## src/rtl/stac_tap_pkg.sv

```systemverilog
// stac_tap_pkg: TAP state encodings, instruction codes and Cap-IR pattern shared by stac_tap_ctrl.
package stac_tap_pkg;

  typedef enum logic [3:0] {
    EX2DR = 4'h0,
    EX1DR = 4'h1,
    SHDR  = 4'h2,
    PAUDR = 4'h3,
    SELIR = 4'h4,
    UPDDR = 4'h5,
    CAPDR = 4'h6,
    SELDR = 4'h7,
    EX2IR = 4'h8,
    EX1IR = 4'h9,
    SHIR  = 4'hA,
    PAUIR = 4'hB,
    RTI   = 4'hC,
    UPDIR = 4'hD,
    CAPIR = 4'hE,
    TLR   = 4'hF
  } tapState_t;

  // BYPASS is the all-ones code at whatever IR width the controller uses.
  localparam int BYPASS_CODE = -1;
  localparam int IDCODE_CODE = 1;
  localparam int TDR_BASE    = 2;
  localparam logic [1:0] CAPIR_PAT = 2'b01;

  function automatic tapState_t tapNext(input tapState_t s, input logic tms);
    case (s)
      TLR:     return tms ? TLR   : RTI;
      RTI:     return tms ? SELDR : RTI;
      SELDR:   return tms ? SELIR : CAPDR;
      CAPDR:   return tms ? EX1DR : SHDR;
      SHDR:    return tms ? EX1DR : SHDR;
      EX1DR:   return tms ? UPDDR : PAUDR;
      PAUDR:   return tms ? EX2DR : PAUDR;
      EX2DR:   return tms ? UPDDR : SHDR;
      UPDDR:   return tms ? SELDR : RTI;
      SELIR:   return tms ? TLR   : CAPIR;
      CAPIR:   return tms ? EX1IR : SHIR;
      SHIR:    return tms ? EX1IR : SHIR;
      EX1IR:   return tms ? UPDIR : PAUIR;
      PAUIR:   return tms ? EX2IR : PAUIR;
      EX2IR:   return tms ? UPDIR : SHIR;
      UPDIR:   return tms ? SELDR : RTI;
      default: return TLR;
    endcase
  endfunction

endpackage

```

## src/rtl/stac_tap_fsm.sv

```systemverilog
// stac_tap_fsm: 16-state TAP state register with registered one-flop state decodes.
module stac_tap_fsm
  import stac_tap_pkg::*;
(
  input  logic      TCLK,
  input  logic      TRESETN,
  input  logic      TMS,
  output tapState_t tapState,
  output logic      testLogicReset,
  output logic      captureDr,
  output logic      shiftDr,
  output logic      updateDr,
  output logic      captureIr,
  output logic      shiftIr,
  output logic      updateIr
);

  tapState_t nextState;

  assign nextState = tapNext(tapState, TMS);

  // Decodes are registered from nextState so each equals (tapState == X) without a decode glitch.
  always_ff @(posedge TCLK or negedge TRESETN)
    if (!TRESETN) begin
      tapState       <= TLR;
      testLogicReset <= 1'b1;
      captureDr      <= 1'b0;
      shiftDr        <= 1'b0;
      updateDr       <= 1'b0;
      captureIr      <= 1'b0;
      shiftIr        <= 1'b0;
      updateIr       <= 1'b0;
    end else begin
      tapState       <= nextState;
      testLogicReset <= nextState == TLR;
      captureDr      <= nextState == CAPDR;
      shiftDr        <= nextState == SHDR;
      updateDr       <= nextState == UPDDR;
      captureIr      <= nextState == CAPIR;
      shiftIr        <= nextState == SHIR;
      updateIr       <= nextState == UPDIR;
    end

endmodule

```

## src/rtl/stac_tap_ctrl.sv

```systemverilog
// stac_tap_ctrl: TAP controller with IR, BYPASS, one-hot TDR enables and negedge TDO.
// STAC_TAP_IDCODE_EN adds the 32-bit IDCODE DR and makes IDCODE the reset instruction.
module stac_tap_ctrl
  import stac_tap_pkg::*;
#(
  parameter int          NUM_TDR    = 4,
  parameter int          IR_W       = 4,
  parameter logic [31:0] IDCODE_VAL = 32'h0000_0001
) (
  input  logic               TCLK,
  input  logic               TRESETN,
  input  logic               TMS,
  input  logic               TDI,
  input  logic [NUM_TDR-1:0] TdrSO,
  output logic               SI,
  output logic               CaptureDR,
  output logic               ShiftDR,
  output logic               UpdateDR,
  output logic [NUM_TDR-1:0] TdrEnable,
  output logic               TDO,
  output logic               TDO_EN
);

  tapState_t       tapState;
  logic            tlr;
  logic            captureIr;
  logic            shiftIr;
  logic            updateIr;
  logic [IR_W-1:0] ir;
  logic [IR_W-1:0] irShift;
  logic            bypassReg;
  logic            selIdcode;
  logic            selBypass;
  logic            idBit;
  logic            drBit;

  stac_tap_fsm uFsm (
    .TCLK           (TCLK),
    .TRESETN        (TRESETN),
    .TMS            (TMS),
    .tapState       (tapState),
    .testLogicReset (tlr),
    .captureDr      (CaptureDR),
    .shiftDr        (ShiftDR),
    .updateDr       (UpdateDR),
    .captureIr      (captureIr),
    .shiftIr        (shiftIr),
    .updateIr       (updateIr)
  );

  assign SI = TDI;

`ifdef STAC_TAP_IDCODE_EN
  localparam logic [IR_W-1:0] irDefault = IR_W'(IDCODE_CODE);
  logic [31:0] idReg;
  assign selIdcode = ir == IR_W'(IDCODE_CODE);
  always_ff @(posedge TCLK or negedge TRESETN)
    if (!TRESETN) idReg <= '0;
    else if (CaptureDR && selIdcode) idReg <= IDCODE_VAL;
    else if (ShiftDR && selIdcode) idReg <= {TDI, idReg[31:1]};
  assign idBit = idReg[0];
`else
  localparam logic [IR_W-1:0] irDefault = IR_W'(BYPASS_CODE);
  assign selIdcode = 1'b0;
  assign idBit     = IDCODE_VAL[0];
`endif

  for (genvar i = 0; i < NUM_TDR; i++) begin : gEn
    assign TdrEnable[i] = ir == IR_W'(TDR_BASE + i);
  end

  // Anything that is neither IDCODE nor an attached TDR falls back to BYPASS.
  assign selBypass = !selIdcode && !(|TdrEnable);
  assign drBit     = selIdcode ? idBit : selBypass ? bypassReg : |(TdrSO & TdrEnable);

  always_ff @(posedge TCLK or negedge TRESETN)
    if (!TRESETN) begin
      irShift   <= '0;
      bypassReg <= 1'b0;
    end else begin
      irShift   <= captureIr ? IR_W'(CAPIR_PAT) : shiftIr ? {TDI, irShift[IR_W-1:1]} : irShift;
      bypassReg <= !selBypass ? bypassReg : CaptureDR ? 1'b0 : ShiftDR ? TDI : bypassReg;
    end

  // IR and TDO move on the falling edge so TdrEnable never changes under a DR scan edge.
  always_ff @(negedge TCLK or negedge TRESETN)
    if (!TRESETN) begin
      ir     <= irDefault;
      TDO    <= 1'b0;
      TDO_EN <= 1'b0;
    end else begin
      ir     <= tlr ? irDefault : updateIr ? irShift : ir;
      TDO    <= shiftIr ? irShift[0] : ShiftDR & drBit;
      TDO_EN <= shiftIr | ShiftDR;
    end

endmodule

```

## config.mk

```make
export PLATFORM = sky130hd
export DESIGN_NAME = stac_tap_ctrl
export DESIGN_NICKNAME = d
export VERILOG_FILES = /design/src/rtl/stac_tap_pkg.sv /design/src/rtl/stac_tap_fsm.sv /design/src/rtl/stac_tap_ctrl.sv
export SDC_FILE = /design/constraint.sdc
export NUM_CORES = 1
export LEC_CHECK = 0
export ABC_AREA = 1
export CAP_MARGIN = 20
export CELL_PAD_IN_SITES_DETAIL_PLACEMENT = 1
export CELL_PAD_IN_SITES_GLOBAL_PLACEMENT = 1
export CORE_ASPECT_RATIO = 1.1
export CORE_MARGIN = 2
export CORE_UTILIZATION = 38
export DETAILED_ROUTE_END_ITERATION = 10
export PLACE_DENSITY = 0.88
export SYNTH_ARGS = -nofsm -noshare
export SYNTH_HDL_FRONTEND = slang
export SYNTH_SLANG_ARGS = --single-unit
```

## constraint.sdc

```tcl
create_clock -name TCLK -period 1.4 [get_ports TCLK]
set_input_delay 0.21 -clock TCLK [delete_from_list [all_inputs] [get_ports TCLK]]
set_output_delay 0.21 -clock TCLK [all_outputs]
set_load 0.03 [all_outputs]
```

==> summary.md, run 1 <==
| Metric | Value |
|---|---|
| Status | `complete, but fails checks` |
| Failing checks | `negative setup slack` |
| P_leak | `0.952 nW` |
| Switching part of the total | `52.4%` |
| Cell taking the most area after synthesis | `dfrtp_1` |
| Slew margin rel. | `74.5%` |
| DR WL/cell | `25.9 um` |
| Row Count | `20` |
| CP required | `1.64 ns` |
| First-pass GRT wire length | `7.53 mm` |
| Min-Delay Path Class | `in -> async` |
| Setup crit end kind | `register` |
| Sink Count | `22` |
| Cells after Synth | `149` |
| Finished Layout Cells | `240` |
| Netlist cell types | `21` |
| CTS buffer count | `3` |
| Starting DRT DRC Count | `89` |
| Post-synth top area share | `24.4%` |
| Seq/Total Area, Yosys | `49.8%` |
| Setup crit start | `ir[1]$_DFFE_NN1P_` |
| Die height | `61.2 um` |
| Share of cells above drive strength 1 | `58.0%` |
| Crit Path Max Fanout | `3` |
| Max cap viols | `0` |
| Dpl ws | `-0.563 ns` |
| RSZ-0062 raised after global routing | `yes` |
| Syn Nets | `157` |
| Measured slew at the worst slew-check pin | `0.382 ns` |
| Maximum vdd ir drop | `0.00157 V` |
| Clock Path Buffers | `2` |
| CTS tree | `built` |
| Final Wtd Congestion | `0.857` |
| Layout overhead on the synthesized area | `68.7%` |
| Startpoint types | `register` |
| ANT nets after route | `0` |
| CTS root buf | `clkbuf_4` |
| Initial Util | `40.3%` |
| Core area | `2800 um^2` |
| Setup ws final | `-1.01 ns` |
| Die X | `56.0 um` |
| Final core utilization | `67.9%` |
| R2R Path Start | `ir[1]$_DFFE_NN1P_` |
| Fillers | `325` |
| Internal power | `2.41 mW` |
| DRC Markers | `0` |
| Synth Area per Inst | `7.57 um^2` |
| Largest net degree at the start of global routing | `13` |
| Hold Vio Cnt, Final | `0` |
| Vias in the first global route | `1421` |
| Placed insts | `218` |
| Netlist Area Pre-Place | `1130 um^2` |
| DIE AREA | `3420 um^2` |
| Total gr overflow | `0` |
| Clock latency on the worst-skew pair | `0.42 ns` |
| Comb power frac | `61.7%` |
| Antenna violations before repair | `0` |
| Router iterations before antenna repair | `4` |
| # setup viols final | `19` |
| Clock-pin slew on the worst setup and hold paths | `0.16 ns` |
| Synthesized flop and latch total | `22` |
| Clock share of power | `8.3%` |
| Total track usage | `30.4%` |
| IO buf count | `17` |
| Fin. max-slew vios | `0` |
| Antenna Cells | `0` |
| Fin area | `1900 um^2` |
| I/O pin cnt | `18` |
| Crit path DAT | `2.65 ns` |
| Dpl hpwl | `2.79 mm` |
| Layout Skew | `0.0901 ns` |
| Power density cells | `2660 nW/um^2` |
| Final WL | `6.23 mm` |
| Vias per cell | `5.69` |
| WS Path Type | `reg -> reg` |
| P_sw | `2.65 mW` |
| H-tree level count | `1` |
| Placed inst area | `1530 um^2` |
| Nets | `216` |
| Routed via count | `1365` |
| Synth area leaders | `dfrtp_1, dfstp_2, nor2_1` |
| Setup TNS | `-7.01 ns` |
| Yosys warns | `0` |
| Share of power burned in registers | `30.0%` |
## area by class of cell
type                       instances  area, um^2  area share, %
tap                               33        41.3           2.17
multi-input combinational        100         694           36.5
timing repair buffer              52         453           23.8
clock buffer                       3        22.5           1.18
sequential                        22         563           29.6
inverter                          25         110           5.78
clock inverter                     5        20.0           1.05
## kinds of logic after synthesis
| family | Yosys count | synth area share (%) |
|---|---|---|
| AND/OR/NAND/NOR | 79 | 30.2 |
| buffers and inverters | 27 | 9.42 |
| flip-flops | 22 | 49.8 |
| AO/OA/AOI/OAI | 21 | 10.6 |
## power groups by stage
stage	clock network, mW	registers, mW	logic, mW
finish	0.419	1.52	3.12
global route	0.435	1.54	3.27
global placement	0.0222	1.31	1.79
floorplan	0.0222	1.36	1.12
detailed placement	0.0222	1.35	1.93
CTS	0.364	1.43	2.28
## repair_timing
action,4_1_cts,5_1_grt
gates resized for setup,32,42
hold buffers,0,0
hold endpoints to repair,0,0
endpoints found under the setup margin,20,19
setup buffers,8,10
pin swaps,12,17
## metal layers
metal	up-vias	part of all wire, %	track usage [%]
li1	580	-	-
met4	0	7.7	13.9
met1	676	35	31.4
met5	-	0	0
met2	69	52	62.0
met3	40	5.0	3.99
## path summary, 6_finish.rpt
kind | endpoint | slack [ns] | cells past startpoint
min in group TCLK | irShift[1]$_DFFE_PN0P_ | 0.52 | 1
max in group asynchronous | TDO$_DFF_NN0_ | 0.25 | 2
min | irShift[3]$_DFFE_PN0P_ | 0.48 | 2
max reg2reg | bypassReg$_DFFE_PN0P_ | -1.01 | 8
max | bypassReg$_DFFE_PN0P_ | -1.01 | 8
min reg2reg | irShift[1]$_DFFE_PN0P_ | 0.52 | 1
## cells in the final DEF, fill, tap and decap left out, drive strengths merged
cell / instances
nor2: 32
dfrtn: 2
buf: 42
o2111ai: 2
clkbuf: 3
nor3: 2
o211ai: 1
clkinv: 2
inv: 28
dlygate4sd2: 3
a21oi: 7
a211oi: 1
a21boi: 1
nand4: 3
nand3: 9
clkdlybuf4s50: 7
dfrtp: 11
o21ai: 9
nand2: 33
dfstp: 9
## synthesized netlist by cell type (all sizes together)
| master | count |
|---|---|
| nand2 | 33 |
| nor2 | 32 |
| inv | 25 |
| dfrtp | 11 |
| dfstp | 9 |
| nand3 | 9 |
| o21ai | 9 |
| a21oi | 7 |
| nand4 | 3 |
| dfrtn | 2 |
| nor3 | 2 |
| o2111ai | 2 |
| a211oi | 1 |
| a21boi | 1 |
| buf | 1 |
| clkinv | 1 |
| o211ai | 1 |
## state kept, by name (all words and copies together), names as in the netlist
signal	cells
irShift	4
ir	4
uFsm.tapState	4
TDO	1
TDO_EN	1
bypassReg	1
uFsm.captureDr	1
uFsm.captureIr	1
uFsm.shiftDr	1
uFsm.shiftIr	1
uFsm.testLogicReset	1
uFsm.updateDr	1
uFsm.updateIr	1
## critical path, cell delays in order (launching register included)
cell and delay (ns):
dfstp_2 0.62, inv_2 0.08, nand3_4 0.12, buf_4 0.13, buf_6 0.08, nand2_2 0.07, a21oi_2 0.15, nand3_1 0.11
o21ai_0 0.16
## through the flow
step / total power [mW] / hold WS [ns]
3_3_place_gp: 3.12 / 0.428
3_5_place_dp: 3.30 / 0.440
5_1_grt: 5.24 / 0.486
6_report: 5.06 / 0.476
2_1_floorplan: 2.51 / -0.0856
4_1_cts: 4.07 / 0.448
(Power assumes the default switching activity.)
==> run 2: changes to the inputs <==
--- a/config.mk
+++ b/config.mk
@@ -11,9 +11,9 @@
 export CELL_PAD_IN_SITES_GLOBAL_PLACEMENT = 1
 export CORE_ASPECT_RATIO = 1.1
 export CORE_MARGIN = 2
-export CORE_UTILIZATION = 38
+export CORE_UTILIZATION = 35
 export DETAILED_ROUTE_END_ITERATION = 10
-export PLACE_DENSITY = 0.88
+export PLACE_DENSITY = 0.83
 export SYNTH_ARGS = -nofsm -noshare
 export SYNTH_HDL_FRONTEND = slang
 export SYNTH_SLANG_ARGS = --single-unit
==> run 2 against run 1 <==
Against the previous run:
- the flow still finishes with violations (negative setup slack)
- combinational power is 3% higher
- critical path depth is 4 lower
- core utilization is 2.4 points lower
- non-clock buffer count is 2 higher
- sequential share of layout area is 1.6 points lower
- largest power group unchanged
- highest routed layer unchanged
==> summary.md, run 2 (synthesized netlist as in run 1, its figures left out) <==
| Metric | Value |
|---|---|
| Setup crit end kind | `primary output` |
| Largest stage delay, worst path | `0.59 ns (-0.03 ns)` |
| Router iterations before antenna repair | `4 (unchanged)` |
| Antenna violations before repair | `0 (unchanged)` |
| Clock latency on the worst-skew pair | `0.42 ns (about the same)` |
| CP required | `1.19 ns (-0.45 ns)` |
| Initial Util | `36.7% (-3.6 points)` |
| Crit path cell chain | `inv_2 > nand3_4 > nor2_4 > buf_6` |
| Row Count | `21 (+5.0%)` |
| Slew margin rel. | `79.5% (+5.1 points)` |
| CTS tree | `built` |
| # setup viols final | `17 (-2)` |
| IO buf count | `17 (unchanged)` |
| Share of cells above drive strength 1 | `60.3% (+2.3 points)` |
| Crit Path Max Fanout | `3 (unchanged)` |
| Min-Delay Path Class | `in -> async` |
| Hold Vio Cnt, Final | `0 (unchanged)` |
| Vias per cell | `5.30 (-6.9%)` |
| I/O pin cnt | `18 (unchanged)` |
| WP buf/inv | `2 (-1)` |
| Setup TNS | `-6.16 ns (+0.854 ns)` |
| RSZ-0062 raised after global routing | `yes` |
| Final Wtd Congestion | `0.812 (-5.3%)` |
| Crit. path cell count | `4 (-4)` |
| Layout overhead on the synthesized area | `78.6%` |
| Max cap viols | `0 (unchanged)` |
| Largest registers | `irShift: 4 flops, ir: 4 flops, uFsm.tapState: 4 flops` |
| Crit-path leading delay family | `flip-flops` |
| Hold Worst Slack | `0.284 ns (-0.192 ns)` |
| WS Path Type | `reg -> out` |
| Commonest non-fill, non-tap cells in the layout | `buf_4, nor2_1, inv_1` |
| Fin. max-slew vios | `0 (unchanged)` |
| First-pass GRT wire length | `6.58 mm (-13%)` |
| Die X | `58.1 um (+3.9%)` |
| Cell count of the worst reg-to-reg path | `8 (unchanged)` |
| H-tree level count | `1 (unchanged)` |
| Dpl hpwl | `2.63 mm (-5.6%)` |
| Starting DRT DRC Count | `40 (-55%)` |
| R2R Path Start | `ir[1]$_DFFE_NN1P_` |
| Failing checks | `negative setup slack` |
| Status | `complete, but fails checks` |
| Measured slew at the worst slew-check pin | `0.308 ns (-0.0739 ns)` |
| CTS buffer count | `3 (unchanged)` |
| Final core utilization | `65.6% (-2.4 points)` |
| Crit path DAT | `2.05 ns (-0.60 ns)` |
| Clock Path Buffers | `2 (unchanged)` |
| DR WL/cell | `20.4 um (-21%)` |
| Routed via count | `1287 (-5.7%)` |
| Sink Count | `22 (unchanged)` |
| Core area | `3070 um^2 (+9.7%)` |
| R2r setup slk | `-0.76 ns (+0.25 ns)` |
| Startpoint types | `register` |
| Layout Skew | `0.0968 ns (+0.00677 ns)` |
| Die height | `63.6 um (+3.9%)` |
| Vias in the first global route | `1342 (-5.6%)` |
| Power density cells | `2620 nW/um^2 (-1.4%)` |
| Fin area | `2020 um^2 (+5.8%)` |
| Antenna Cells | `0 (unchanged)` |
| Total gr overflow | `0 (unchanged)` |
| Final WL | `4.97 mm (-20%)` |
| Total track usage | `23.3% (-7.1 points)` |
| Setup ws final | `-0.858 ns (+0.157 ns)` |
| DRC Markers | `0 (unchanged)` |
| Commonest non-fill, non-tap cell in the layout | `buf_4` |
| Slowest CP cell | `dfstp_2` |
| P_leak | `0.999 nW (+5.0%)` |
| Maximum vdd ir drop | `0.00139 V (-12%)` |
| DIE AREA | `3700 um^2 (+8.0%)` |
| Placed inst area | `1530 um^2 (about the same)` |
| Nets | `218 (+0.93%)` |
| ANT nets after route | `0 (unchanged)` |
| Largest net degree at the start of global routing | `16 (+3)` |
| CTS root buf | `clkbuf_4` |
| Dpl ws | `-0.517 ns (+0.0461 ns)` |
| Clock-pin slew on the worst setup and hold paths | `0.14 ns (-0.02 ns)` |
| RR Endpoint | `bypassReg$_DFFE_PN0P_` |
## run 2: final cells by class
cell class                      count  area, um^2
Fill cell                         348        1060
Multi-Input combinational cell    100         739
Sequential cell                    22         564
Timing Repair Buffer               54         488
Inverter                           25         114
Clock inverter                      5        45.0
Tap cell                           34        42.5
Clock buffer                        3        22.5
## run 2: worst max-delay path by stage
stage,from,endpoint,slack [ns]
2_1_floorplan,ir[1]$_DFFE_NN1P_,bypassReg$_DFFE_PN0P_,-0.40
3_3_place_gp,ir[2]$_DFFE_NN1P_,TdrEnable[3],-0.46
3_5_place_dp,ir[1]$_DFFE_NN1P_,bypassReg$_DFFE_PN0P_,-0.52
4_1_cts,ir[2]$_DFFE_NN1P_,TdrEnable[3],-0.83
5_1_grt,ir[1]$_DFFE_NN1P_,TdrEnable[3],-0.92
6_report,ir[1]$_DFFE_NN1P_,TdrEnable[3],-0.86
## run 2: repair_timing
| action | 4_1_cts | 5_1_grt |
|---|---|---|
| setup buffers | 9 | 10 |
| endpoints found under the setup margin | 20 | 19 |
| gates cloned | 0 | 0 |
| pin swaps | 7 | 24 |
| hold buffers | 0 | 0 |
| gates resized for setup | 38 | 49 |
## run 2: per-stage QoR
step           std cells  power [mW]
5_1_grt              243        5.55
3_3_place_gp         217        3.17
4_1_cts              233        4.30
2_1_floorplan        149        2.51
6_report             243        5.27
3_5_place_dp         217        3.31
## run 2: worst reg2reg max path, cell delays in order (launching register included)
cell and delay (ns):
dfstp_2 0.59, inv_2 0.07, nand3_4 0.10, buf_4 0.13, buf_6 0.08, nand2_2 0.06
a21oi_2 0.12, nand3_1 0.09, o21ai_1 0.08
## run 2: where the power goes
part	leakage, nW	internal, mW	switching, mW
sequential	0.260	1.03	0.445
combinational	0.690	1.39	1.83
clock	0.0492	0.305	0.278
total	0.999	2.73	2.55
## run 2: routing by layer
metal,vias to the layer above,track usage (%),part of all wire (%)
met5,-,0,0
met4,0,6.98,2.8
met3,13,2.26,2.9
met2,34,45.3,57
met1,650,25.8,37
li1,590,-,-
==> run 3: changes to the inputs <==
--- a/config.mk
+++ b/config.mk
@@ -10,7 +10,6 @@
 export CELL_PAD_IN_SITES_DETAIL_PLACEMENT = 1
 export CELL_PAD_IN_SITES_GLOBAL_PLACEMENT = 1
 export CORE_ASPECT_RATIO = 1.1
-export CORE_MARGIN = 2
 export CORE_UTILIZATION = 35
 export DETAILED_ROUTE_END_ITERATION = 10
 export PLACE_DENSITY = 0.83
==> run 3 against run 2 <==
Against the previous run:
- the run still ends with negative setup slack left
- final cell count down 2.1%
- register-to-register slack improved by 0.10 ns
- die area is 6.5% lower
==> summary.md, run 3 (synthesized netlist as in run 1, its figures left out) <==
| Metric | Value |
|---|---|
| Crit path DAT | `2.02 ns (-0.03 ns)` |
| I/O pin cnt | `18 (unchanged)` |
| Dpl hpwl | `2.56 mm (-2.9%)` |
| Hold Vio Cnt, Final | `0 (unchanged)` |
| P_leak | `0.943 nW (-5.6%)` |
| Crit Path Max Fanout | `4 (+1)` |
| First-pass GRT wire length | `5.60 mm (-15%)` |
| Hold_buf cts | `0 (unchanged)` |
| IO buf count | `17 (unchanged)` |
| Max cap viols | `0 (unchanged)` |
| Power density cells | `2410 nW/um^2 (-7.9%)` |
| Clock Path Buffers | `2 (unchanged)` |
| Commonest non-fill, non-tap cells in the layout | `buf_4, nand2_1, inv_1` |
| Core area | `3050 um^2 (-0.85%)` |
| CTS root buf | `clkbuf_4` |
| Slew margin rel. | `79.6% (+0.10 points)` |
| Min-Delay Path Class | `in -> async` |
| DRC Markers | `0 (unchanged)` |
| Total Power | `4.47 mW (-15%)` |
| Row Count | `21 (unchanged)` |
| Nets | `213 (-2.3%)` |
| Startpoint types | `register` |
| Total track usage | `21.1% (-2.2 points)` |
| Maximum vdd ir drop | `0.00139 V (about the same)` |
| CP required | `1.19 ns (about the same)` |
| FF/Latch Area | `563 um^2 (-0.22%)` |
| Layout overhead on the synthesized area | `64.2%` |
| Final Wtd Congestion | `0.786 (-3.2%)` |
| Die height | `61.6 um (-3.1%)` |
| Largest registers | `irShift: 4 flops, ir: 4 flops, uFsm.tapState: 4 flops` |
| Layout Skew | `0.0854 ns (-0.0114 ns)` |
| Vias per cell | `5.12 (-3.4%)` |
| Starting DRT DRC Count | `42 (+5.0%)` |
| RSZ-0062 raised after global routing | `yes` |
| DIE AREA | `3460 um^2 (-6.5%)` |
| Final WL | `3.84 mm (-23%)` |
| Failing checks | `negative setup slack` |
| Antenna violations before repair | `0 (unchanged)` |
| Share of cells above drive strength 1 | `54.9% (-5.4 points)` |
| Setup ws final | `-0.834 ns (+0.0236 ns)` |
| WS Path Type | `reg -> out` |
| CTS tree | `built` |
| Antenna Cells | `0 (unchanged)` |
| Die X | `56.1 um (-3.4%)` |
| Status | `complete, but fails checks` |
| Measured slew at the worst slew-check pin | `0.306 ns (-0.00151 ns)` |
| Clock-pin slew on the worst setup and hold paths | `0.13 ns (about the same)` |
| Fillers | `366 (+5.2%)` |
| Setup crit end kind | `primary output` |
| Vias in the first global route | `1207 (-10%)` |
| DR WL/cell | `16.1 um (-21%)` |
| Fin. max-slew vios | `0 (unchanged)` |
| Largest net degree at the start of global routing | `14 (-2)` |
| Routed via count | `1218 (-5.4%)` |
| Clock latency on the worst-skew pair | `0.39 ns (-0.03 ns)` |
| # setup viols final | `17 (unchanged)` |
| CTS buffer count | `3 (unchanged)` |
| Router iterations before antenna repair | `4 (unchanged)` |
| H-tree level count | `1 (unchanged)` |
| Area of the multi-input gates | `656 um^2 (-11%)` |
| Commonest non-fill, non-tap cell in the layout | `buf_4` |
| Total gr overflow | `0 (unchanged)` |
| Setup TNS | `-5.42 ns (+0.735 ns)` |
| Initial Util | `37.0% (+0.32 points)` |
| Sink Count | `22 (unchanged)` |
| ANT nets after route | `0 (unchanged)` |
==> run 3: worst max-delay path: stages (launching register included) <==
cell and delay, ns:
dfstp_2 0.59, nand3_4 0.11, nor2_4 0.11, buf_6 0.14
==> run 3: final timing paths <==
| check | slack (ns) | depth (start not counted) | end | startpoint |
|---|---|---|---|---|
| min in group TCLK | 0.48 | 1 | irShift[1]$_DFFE_PN0P_ | uFsm.captureIr$_DFF_PN0_ |
| worst max-delay path | -0.83 | 3 | TdrEnable[3] | ir[2]$_DFFE_NN1P_ |
| worst min register to register | 0.48 | 1 | irShift[1]$_DFFE_PN0P_ | uFsm.captureIr$_DFF_PN0_ |
| worst max register to register | -0.66 | 7 | bypassReg$_DFFE_PN0P_ | ir[2]$_DFFE_NN1P_ |
| worst min-delay path | 0.38 | 2 | uFsm.shiftDr$_DFF_PN0_ | TRESETN |
| max in group asynchronous | 0.28 | 2 | TDO$_DFF_NN0_ | TRESETN |
==> run 3: power by group <==
part / switching [mW] / total [mW] / internal [mW]
clock: 0.246 / 0.372 / 0.126
sequential: 0.388 / 1.42 / 1.03
combinational: 1.52 / 2.67 / 1.15
==> run 3: stage by stage <==
| stage | hold WS, ns | util, % | instance area (um^2) | setup WS [ns] | instances |
|---|---|---|---|---|---|
| final | 0.377 | 60.8 | 1850 | -0.834 | 238 |
| after global routing | 0.393 | 60.8 | 1850 | -0.886 | 238 |
| after CTS | 0.389 | 53.6 | 1630 | -0.845 | 229 |
| after detailed placement | 0.450 | 50.3 | 1530 | -0.496 | 218 |
| after global placement | 0.431 | 50.3 | 1530 | -0.454 | 218 |
| after floorplan | -0.0856 | - | 1190 | -0.399 | 149 |
==> run 3: layout make-up <==
cell class | count | area share, %
clock buffers | 3 | 1.22
clock inverters | 5 | 1.15
inverters | 25 | 6.21
multi-input cells | 100 | 35.4
flip-flops and latches | 22 | 30.4
well taps | 34 | 2.30
repair buffers | 49 | 23.4
==> run 3: what timing repair did <==
item                       4_1_cts  5_1_grt
buffers inserted                 4       10
gates resized for setup         17       49
pin swaps                        6       23
cloned                           0        0
setup endpoints to repair       20       17
==> run 3: per-layer routing <==
layer,vias to the layer above,track usage [%],part of all wire (%)
met5,-,0,0
met4,0,7.32,2.1
met3,10,3.15,2.9
met2,31,39.5,53
met1,595,25.4,42
li1,582,-,-
